===== config.mk =====
export PLATFORM = sky130hd
export DESIGN_NAME = digit_serial_adder
export DESIGN_NICKNAME = d
export VERILOG_FILES = /design/src/rtl/digit_serial_adder_pkg.sv /design/src/rtl/digit_serial_adder_ripple_digit.sv /design/src/rtl/digit_serial_adder.sv
export SDC_FILE = /design/constraint.sdc
export NUM_CORES = 1
export LEC_CHECK = 0
export BUFFER_PORTS_ARGS = -buffer_cell sky130_fd_sc_hd__buf_2
export CORE_UTILIZATION = 40
export CTS_BUF_LIST = sky130_fd_sc_hd__clkbuf_4
export DETAILED_ROUTE_END_ITERATION = 8
export HOLD_SLACK_MARGIN = 0.03
export PLACE_DENSITY = 0.6
export SYNTH_ARGS = -nofsm -noshare
export SYNTH_HDL_FRONTEND = slang
export SYNTH_SLANG_ARGS = --single-unit
export TNS_END_PERCENT = 1

===== constraint.sdc =====
create_clock -name clk -period 12 [get_ports clk]
set_input_delay 2.4 -clock clk [delete_from_list [all_inputs] [get_ports clk]]
set_output_delay 2.4 -clock clk [all_outputs]
set_load 0.02 [all_outputs]

===== src/rtl/digit_serial_adder_pkg.sv =====
// -----------------------------------------------------------------------------
// adder_pkg
// Shared definitions for the digit-serial adder/subtractor:
//   - state_t    : FSM state encoding (IDLE, RUN, DONE)
//   - ndig_of    : number of digit slices per operation (WIDTH / DIGIT)
//   - cnt_width_of : digit-counter width, clog2(NDIG) but never below 1
// -----------------------------------------------------------------------------
package adder_pkg;

  typedef enum logic [1:0] {
    IDLE = 2'd0,
    RUN  = 2'd1,
    DONE = 2'd2
  } state_t;

  function automatic int ndig_of(input int width, input int digit);
    return width / digit;
  endfunction

  // A single-digit configuration still needs a 1-bit counter to exist.
  function automatic int cnt_width_of(input int ndig);
    return (ndig <= 1) ? 1 : $clog2(ndig);
  endfunction

endpackage : adder_pkg


===== src/rtl/digit_serial_adder_ripple_digit.sv =====
// -----------------------------------------------------------------------------
// ripple_digit
// DIGIT-bit ripple-carry slice built from one-bit full-adder cells.
// Ports:
//   a, b  in  DIGIT  slice operands (b already inverted for subtract)
//   cin   in  1      carry into bit 0
//   sum   out DIGIT  slice sum
//   cout  out 1      carry out of the top bit
//   cmsb  out 1      carry into the top bit (overflow detection)
// -----------------------------------------------------------------------------
module ripple_digit #(
  parameter int DIGIT = 8
) (
  input  logic [DIGIT-1:0] a,
  input  logic [DIGIT-1:0] b,
  input  logic             cin,
  output logic [DIGIT-1:0] sum,
  output logic             cout,
  output logic             cmsb
);

  // c_s[i] is the carry into bit i; c_s[DIGIT] leaves the slice.
  logic [DIGIT:0] c_s;

  assign c_s[0] = cin;

  for (genvar i = 0; i < DIGIT; i++) begin : g_fa
    assign sum[i]   = a[i] ^ b[i] ^ c_s[i];
    assign c_s[i+1] = (a[i] & b[i]) | (c_s[i] & (a[i] ^ b[i]));
  end

  assign cout = c_s[DIGIT];
  assign cmsb = c_s[DIGIT-1];

endmodule : ripple_digit


===== src/rtl/digit_serial_adder.sv =====
// -----------------------------------------------------------------------------
// digit_serial_adder
// Multi-cycle WIDTH-bit adder/subtractor processing DIGIT bits per clock,
// least-significant digit first, with valid/ready handshakes on both sides.
// Ports:
//   clk, rst          clock, asynchronous active-high reset
//   in_valid/in_ready operand handshake (in_ready high only in IDLE)
//   Sub, Cin, A, B    mode, carry/borrow-in and operands, sampled at accept
//   out_valid/out_ready result handshake (out_valid high only in DONE)
//   S, Cout, V, Z     result, carry/not-borrow, signed overflow, zero flag
// -----------------------------------------------------------------------------
module digit_serial_adder
  import adder_pkg::*;
#(
  parameter int WIDTH = 32,
  parameter int DIGIT = 8
) (
  input  logic             clk,
  input  logic             rst,
  input  logic             in_valid,
  output logic             in_ready,
  input  logic             Sub,
  input  logic             Cin,
  input  logic [WIDTH-1:0] A,
  input  logic [WIDTH-1:0] B,
  output logic             out_valid,
  input  logic             out_ready,
  output logic [WIDTH-1:0] S,
  output logic             Cout,
  output logic             V,
  output logic             Z
);

  localparam int NDIG = ndig_of(WIDTH, DIGIT);
  localparam int CW   = cnt_width_of(NDIG);
  localparam logic [CW-1:0] LAST_CNT = CW'(NDIG - 1);

  if (WIDTH % DIGIT != 0) begin : g_bad_width
    $error("digit_serial_adder: WIDTH must be a multiple of DIGIT");
  end

  state_t            state_r;
  logic [CW-1:0]     cnt_r;
  logic [WIDTH-1:0]  a_r;
  logic [WIDTH-1:0]  b_r;
  logic              carry_r;
  logic [WIDTH-1:0]  s_r;
  logic              cout_r;
  logic              v_r;
  logic              z_r;

  logic [DIGIT-1:0]  sum_s;
  logic              cout_s;
  logic              cmsb_s;
  logic [WIDTH-1:0]  a_rot_s;
  logic [WIDTH-1:0]  b_rot_s;
  logic [WIDTH-1:0]  res_s;

  ripple_digit #(.DIGIT(DIGIT)) u_slice (
    .a    (a_r[DIGIT-1:0]),
    .b    (b_r[DIGIT-1:0]),
    .cin  (carry_r),
    .sum  (sum_s),
    .cout (cout_s),
    .cmsb (cmsb_s)
  );

  if (NDIG > 1) begin : g_multi
    // Digits already produced; the newest digit enters at the top so that
    // after NDIG cycles {sum_s, acc_r} is the full result in order.
    logic [WIDTH-DIGIT-1:0] acc_r;

    assign res_s   = {sum_s, acc_r};
    // Operands rotate so the next digit is always in the low slice.
    assign a_rot_s = {a_r[DIGIT-1:0], a_r[WIDTH-1:DIGIT]};
    assign b_rot_s = {b_r[DIGIT-1:0], b_r[WIDTH-1:DIGIT]};

    // Result accumulator: shifts one digit down per RUN cycle.
    always_ff @(posedge clk or posedge rst) begin
      if (rst) begin
        acc_r <= {(WIDTH-DIGIT){1'b0}};
      end else if (state_r == RUN) begin
        acc_r <= res_s[WIDTH-1:DIGIT];
      end else begin
        acc_r <= acc_r;
      end
    end
  end else begin : g_single
    assign res_s   = sum_s;
    assign a_rot_s = a_r;
    assign b_rot_s = b_r;
  end

  // Control FSM, operand registers, carry chain state and result/flag capture.
  always_ff @(posedge clk or posedge rst) begin
    if (rst) begin
      state_r <= IDLE;
      cnt_r   <= {CW{1'b0}};
      a_r     <= {WIDTH{1'b0}};
      b_r     <= {WIDTH{1'b0}};
      carry_r <= 1'b0;
      s_r     <= {WIDTH{1'b0}};
      cout_r  <= 1'b0;
      v_r     <= 1'b0;
      z_r     <= 1'b0;
    end else begin
      case (state_r)
        IDLE: begin
          if (in_valid) begin
            // Subtract is A + ~B + ~Cin, so invert B and the borrow here.
            a_r     <= A;
            b_r     <= Sub ? ~B : B;
            carry_r <= Cin ^ Sub;
            cnt_r   <= {CW{1'b0}};
            state_r <= RUN;
          end else begin
            state_r <= IDLE;
          end
        end
        RUN: begin
          a_r     <= a_rot_s;
          b_r     <= b_rot_s;
          carry_r <= cout_s;
          cnt_r   <= cnt_r + CW'(1);
          if (cnt_r == LAST_CNT) begin
            s_r     <= res_s;
            cout_r  <= cout_s;
            v_r     <= cout_s ^ cmsb_s;
            z_r     <= (res_s == {WIDTH{1'b0}});
            state_r <= DONE;
          end else begin
            state_r <= RUN;
          end
        end
        DONE: begin
          if (out_ready) begin
            state_r <= IDLE;
          end else begin
            state_r <= DONE;
          end
        end
        default: begin
          state_r <= IDLE;
        end
      endcase
    end
  end

  assign in_ready  = (state_r == IDLE);
  assign out_valid = (state_r == DONE);
  assign S         = s_r;
  assign Cout      = cout_r;
  assign V         = v_r;
  assign Z         = z_r;

endmodule : digit_serial_adder


==> results.yml <==
pwr:
  combPwrFrac_pct: 42.6
  p_per_area_nw_per_um2: 294
  internal_power_mw: 1.15
  p_clk_share_pct: 16.7
  pwr-share-seq_pct: 40.6
  leakagePower_nw: 3.20
  swShare_pct: 41.3
  p_total_mw: 1.96
  peakVddDrop_mv: 0.261
  power.switching_uw: 811
critical_path:
  crit_start: "a_r[0]"
  cp_max_fo: 3
  critPathMaxStageDelay_ns: 0.45
  cpMaxStageDelayCell: "fa_1"
  crit_required_ns: 12.41
  critical-path-top-delay-family: "adder cells"
  r2r_start: "a_r[0]"
  critPathLaunchType: "flop"
  crit_arrival_ns: 4.37
  path_buf_inv: 3
  end_kind: "flop"
  critical_path.cell_chain: "fa_1, fa_1, fa_1, fa_1, inv_1, fa_1, inv_1, fa_1, fa_1, inv_1, fa_1, nand4_1, o41ai_1"
  crit_top_cell: "fa_1"
  worst-setup-path-type: "reg2reg"
detailed_routing:
  routed_via_density: 5.09
  wl_um: 12600
  vias: 4256
  drc: 0
  drt_iter0_markers: 307
  drt_pre_antenna_iters: 4
  wl_per_cell_um: 15.0
  ant_nets: 0
clock_tree:
  clk_pin_slew_worst_paths_ns: 0.12
  cts_buffers: 17
  cts_hold_repair.buffers: 0
  cts_tree: "built"
  cts-root-buf: "clkbuf_4"
  postCtsSetupBuffers: 0
  clk_latency_ns: 0.54
  cts.repair.resized: 0
  clockBufferDepth: 2
  cts.htree.levels: 4
  cts.sinks: 128
place:
  hpwl_um: 8470
  gp_congestion: 0.774
  port_buffers: 106
  dpl.cell_count: 800
die:
  die_h_um: 122
  fp-row-count: 43
  die_area_um2: 14900
  core_um2: 13900
  io_pins: 107
  chipWidth_um: 122
  initial_core_util_pct: 41.3
cells_and_area:
  fin_util_pct: 48.0
  syn_to_final_growth_pct: 16.2
  drive_above_1_share_pct: 27.3
  multiInputGateArea_um2: 2330
  final_nets: 718
  fin_cells: 836
  nFillCells: 1328
  ff_latch_area_um2: 3200
timing:
  maxSlewHeadroom_pct: 17.6
  tns_ns: 0
  finalHoldViolCount: 0
  drv_slew: 0
  max_freq_mhz: 253
  worst_pin_slew_ns: 1.23
  rsz0062_at_grt: "no"
  fin_crit_ns: 3.95
  fin_crit_sh_pct: 32.9
  setup_viol: 0
  fin_skew_ns: 0.0164
synthesis:
  synth_seq_cells: 128
  synth-seq-area-share_pct: 55.7
  post_synth_instance_area_um2: 5750
  synth_warnings: 0
  synth.distinct_cells: 27
  syn_avg_cell_area_um2: 10.5
  synth.net_count: 629
  syn_inst: 550
hold_path:
  holdCritPathClass: "reg2reg"
  min_from: "S[28]"
grt:
  grt_usage_pct: 18.5
  grt_pass1_vias: 4214
  grt-ovfl-total: 0
  antenna_found_initial: 1
  grt_pass1_wl_um: 20800
  grt_max_degree: 97
job:
  maxCapViolCount: 0
status:
  status: "complete, no violations"
==> flip-flops by register name, indices dropped and copies added, names as in the netlist <==
register,flops
S,32
a_r,32
g_multi.acc_r,24
cnt_r,2
b_r,32
Z,1
state_r,2
Cout,1
carry_r,1
V,1
==> cells in the mapped netlist <==
master,n,area [µm²]
buf_6,5,56.3
nand4_1,2,12.5
buf_4,1,7.51
fa_1,8,160
nor2b_1,1,6.26
xor2_1,1,8.76
o221ai_2,3,45.0
o21bai_1,1,7.51
nor3b_2,1,12.5
xnor2_1,33,289
dfrtp_1,128,3200
buf_2,17,85.1
clkbuf_1,17,63.8
nand2_1,144,541
o21ai_0,9,45.0
nand2b_1,2,12.5
or3b_1,1,8.76
inv_1,9,33.8
a31oi_1,32,200
nor2_1,64,240
mux2_2,30,338
nor4_1,7,43.8
nand3_1,1,5.00
o41ai_1,1,8.76
a221o_1,30,300
nand3b_1,1,7.51
ha_1,1,12.5
==> logic make-up (layout without fill, tap and decap cells) <==
family / after synthesis / in the layout / share of synthesized area [%]
muxes: 30 / 30 / 5.87
buffers and inverters: 49 / 151 / 4.28
AOI/OAI and AO/OA: 76 / 76 / 10.5
and+or+nand+nor: 224 / 224 / 15.5
other: 0 / 4 / 0
DFF: 128 / 128 / 55.7
xor gates and xnor gates: 34 / 34 / 5.18
adders and majority gates: 9 / 9 / 3.00
==> cell type report <==
cell class	instances	share of cell area, %
clock inverters	15	2.86
inverters	9	0.543
repair buffers	110	8.39
flip-flops and latches	128	47.9
diodes	4	0.150
clock buffers	17	1.91
multi-input cells	373	34.9
well taps	180	3.37
==> stage by stage <==
step | instance area (µm²) | worst slack, ns | hold WS, ns
final | 6680 | 8.05 | 0.505
after global routing | 6680 | 7.90 | 0.530
after CTS | 6670 | 8.03 | 0.511
after detailed placement | 6350 | 8.01 | 0.489
after global placement | 6350 | 8.04 | 0.475
after floorplan | 5750 | 6.19 | 0.459
==> final timing paths <==
path,end,slack (ns),cells past startpoint
min in group asynchronous,a_r[13],1.98,2
hold / removal,S[28],0.51,2
setup / recovery,Z,8.05,13
max in group asynchronous,b_r[3],8.68,3
setup reg to reg,Z,8.05,13
hold reg to reg,S[28],0.51,2
==> cells in the final DEF (no fill, tap or decap), drive strengths merged, types with 2 or more instances in the layout <==
cell / instances
inv: 10
bufinv: 4
a31oi: 32
clkinvlp: 2
fa: 8
mux2: 30
a221o: 30
nand4: 2
clkbuf: 17
o21ai: 9
nand2b: 2
dfrtp: 128
buf: 110
nor4: 7
diode: 4
nor2: 64
o221ai: 3
xnor2: 33
nand2: 144
clkinv: 8
==> power groups by stage <==
| stage | combinational (mW) | sequential, mW | clock (mW) |
|---|---|---|---|
| 2_1_floorplan | 0.595 | 0.821 | 0 |
| 3_3_place_gp | 0.825 | 0.801 | 0 |
| 3_5_place_dp | 0.850 | 0.809 | 0 |
| 4_1_cts | 0.850 | 0.801 | 0.336 |
| 5_1_grt | 0.940 | 0.828 | 0.357 |
| 6_report | 0.837 | 0.798 | 0.328 |
==> metal layers <==
layer / vias to the layer above / GRT usage (%) / wire length [µm]
met5: - / 0 / 0
met4: 0 / 7.48 / 198
met3: 16 / 4.35 / 671
met2: 121 / 27.6 / 5700
met1: 2072 / 25.8 / 6010
li1: 2047 / - / -
==> worst min-delay path: cells and delay by family, from the launching register on <==
family	cells	cell delay [ns]
AND/OR/NAND/NOR	1	0.05
AO/OA/AOI/OAI	1	0.06
flip-flops	1	0.37
Power figures use the tool's default switching activity.
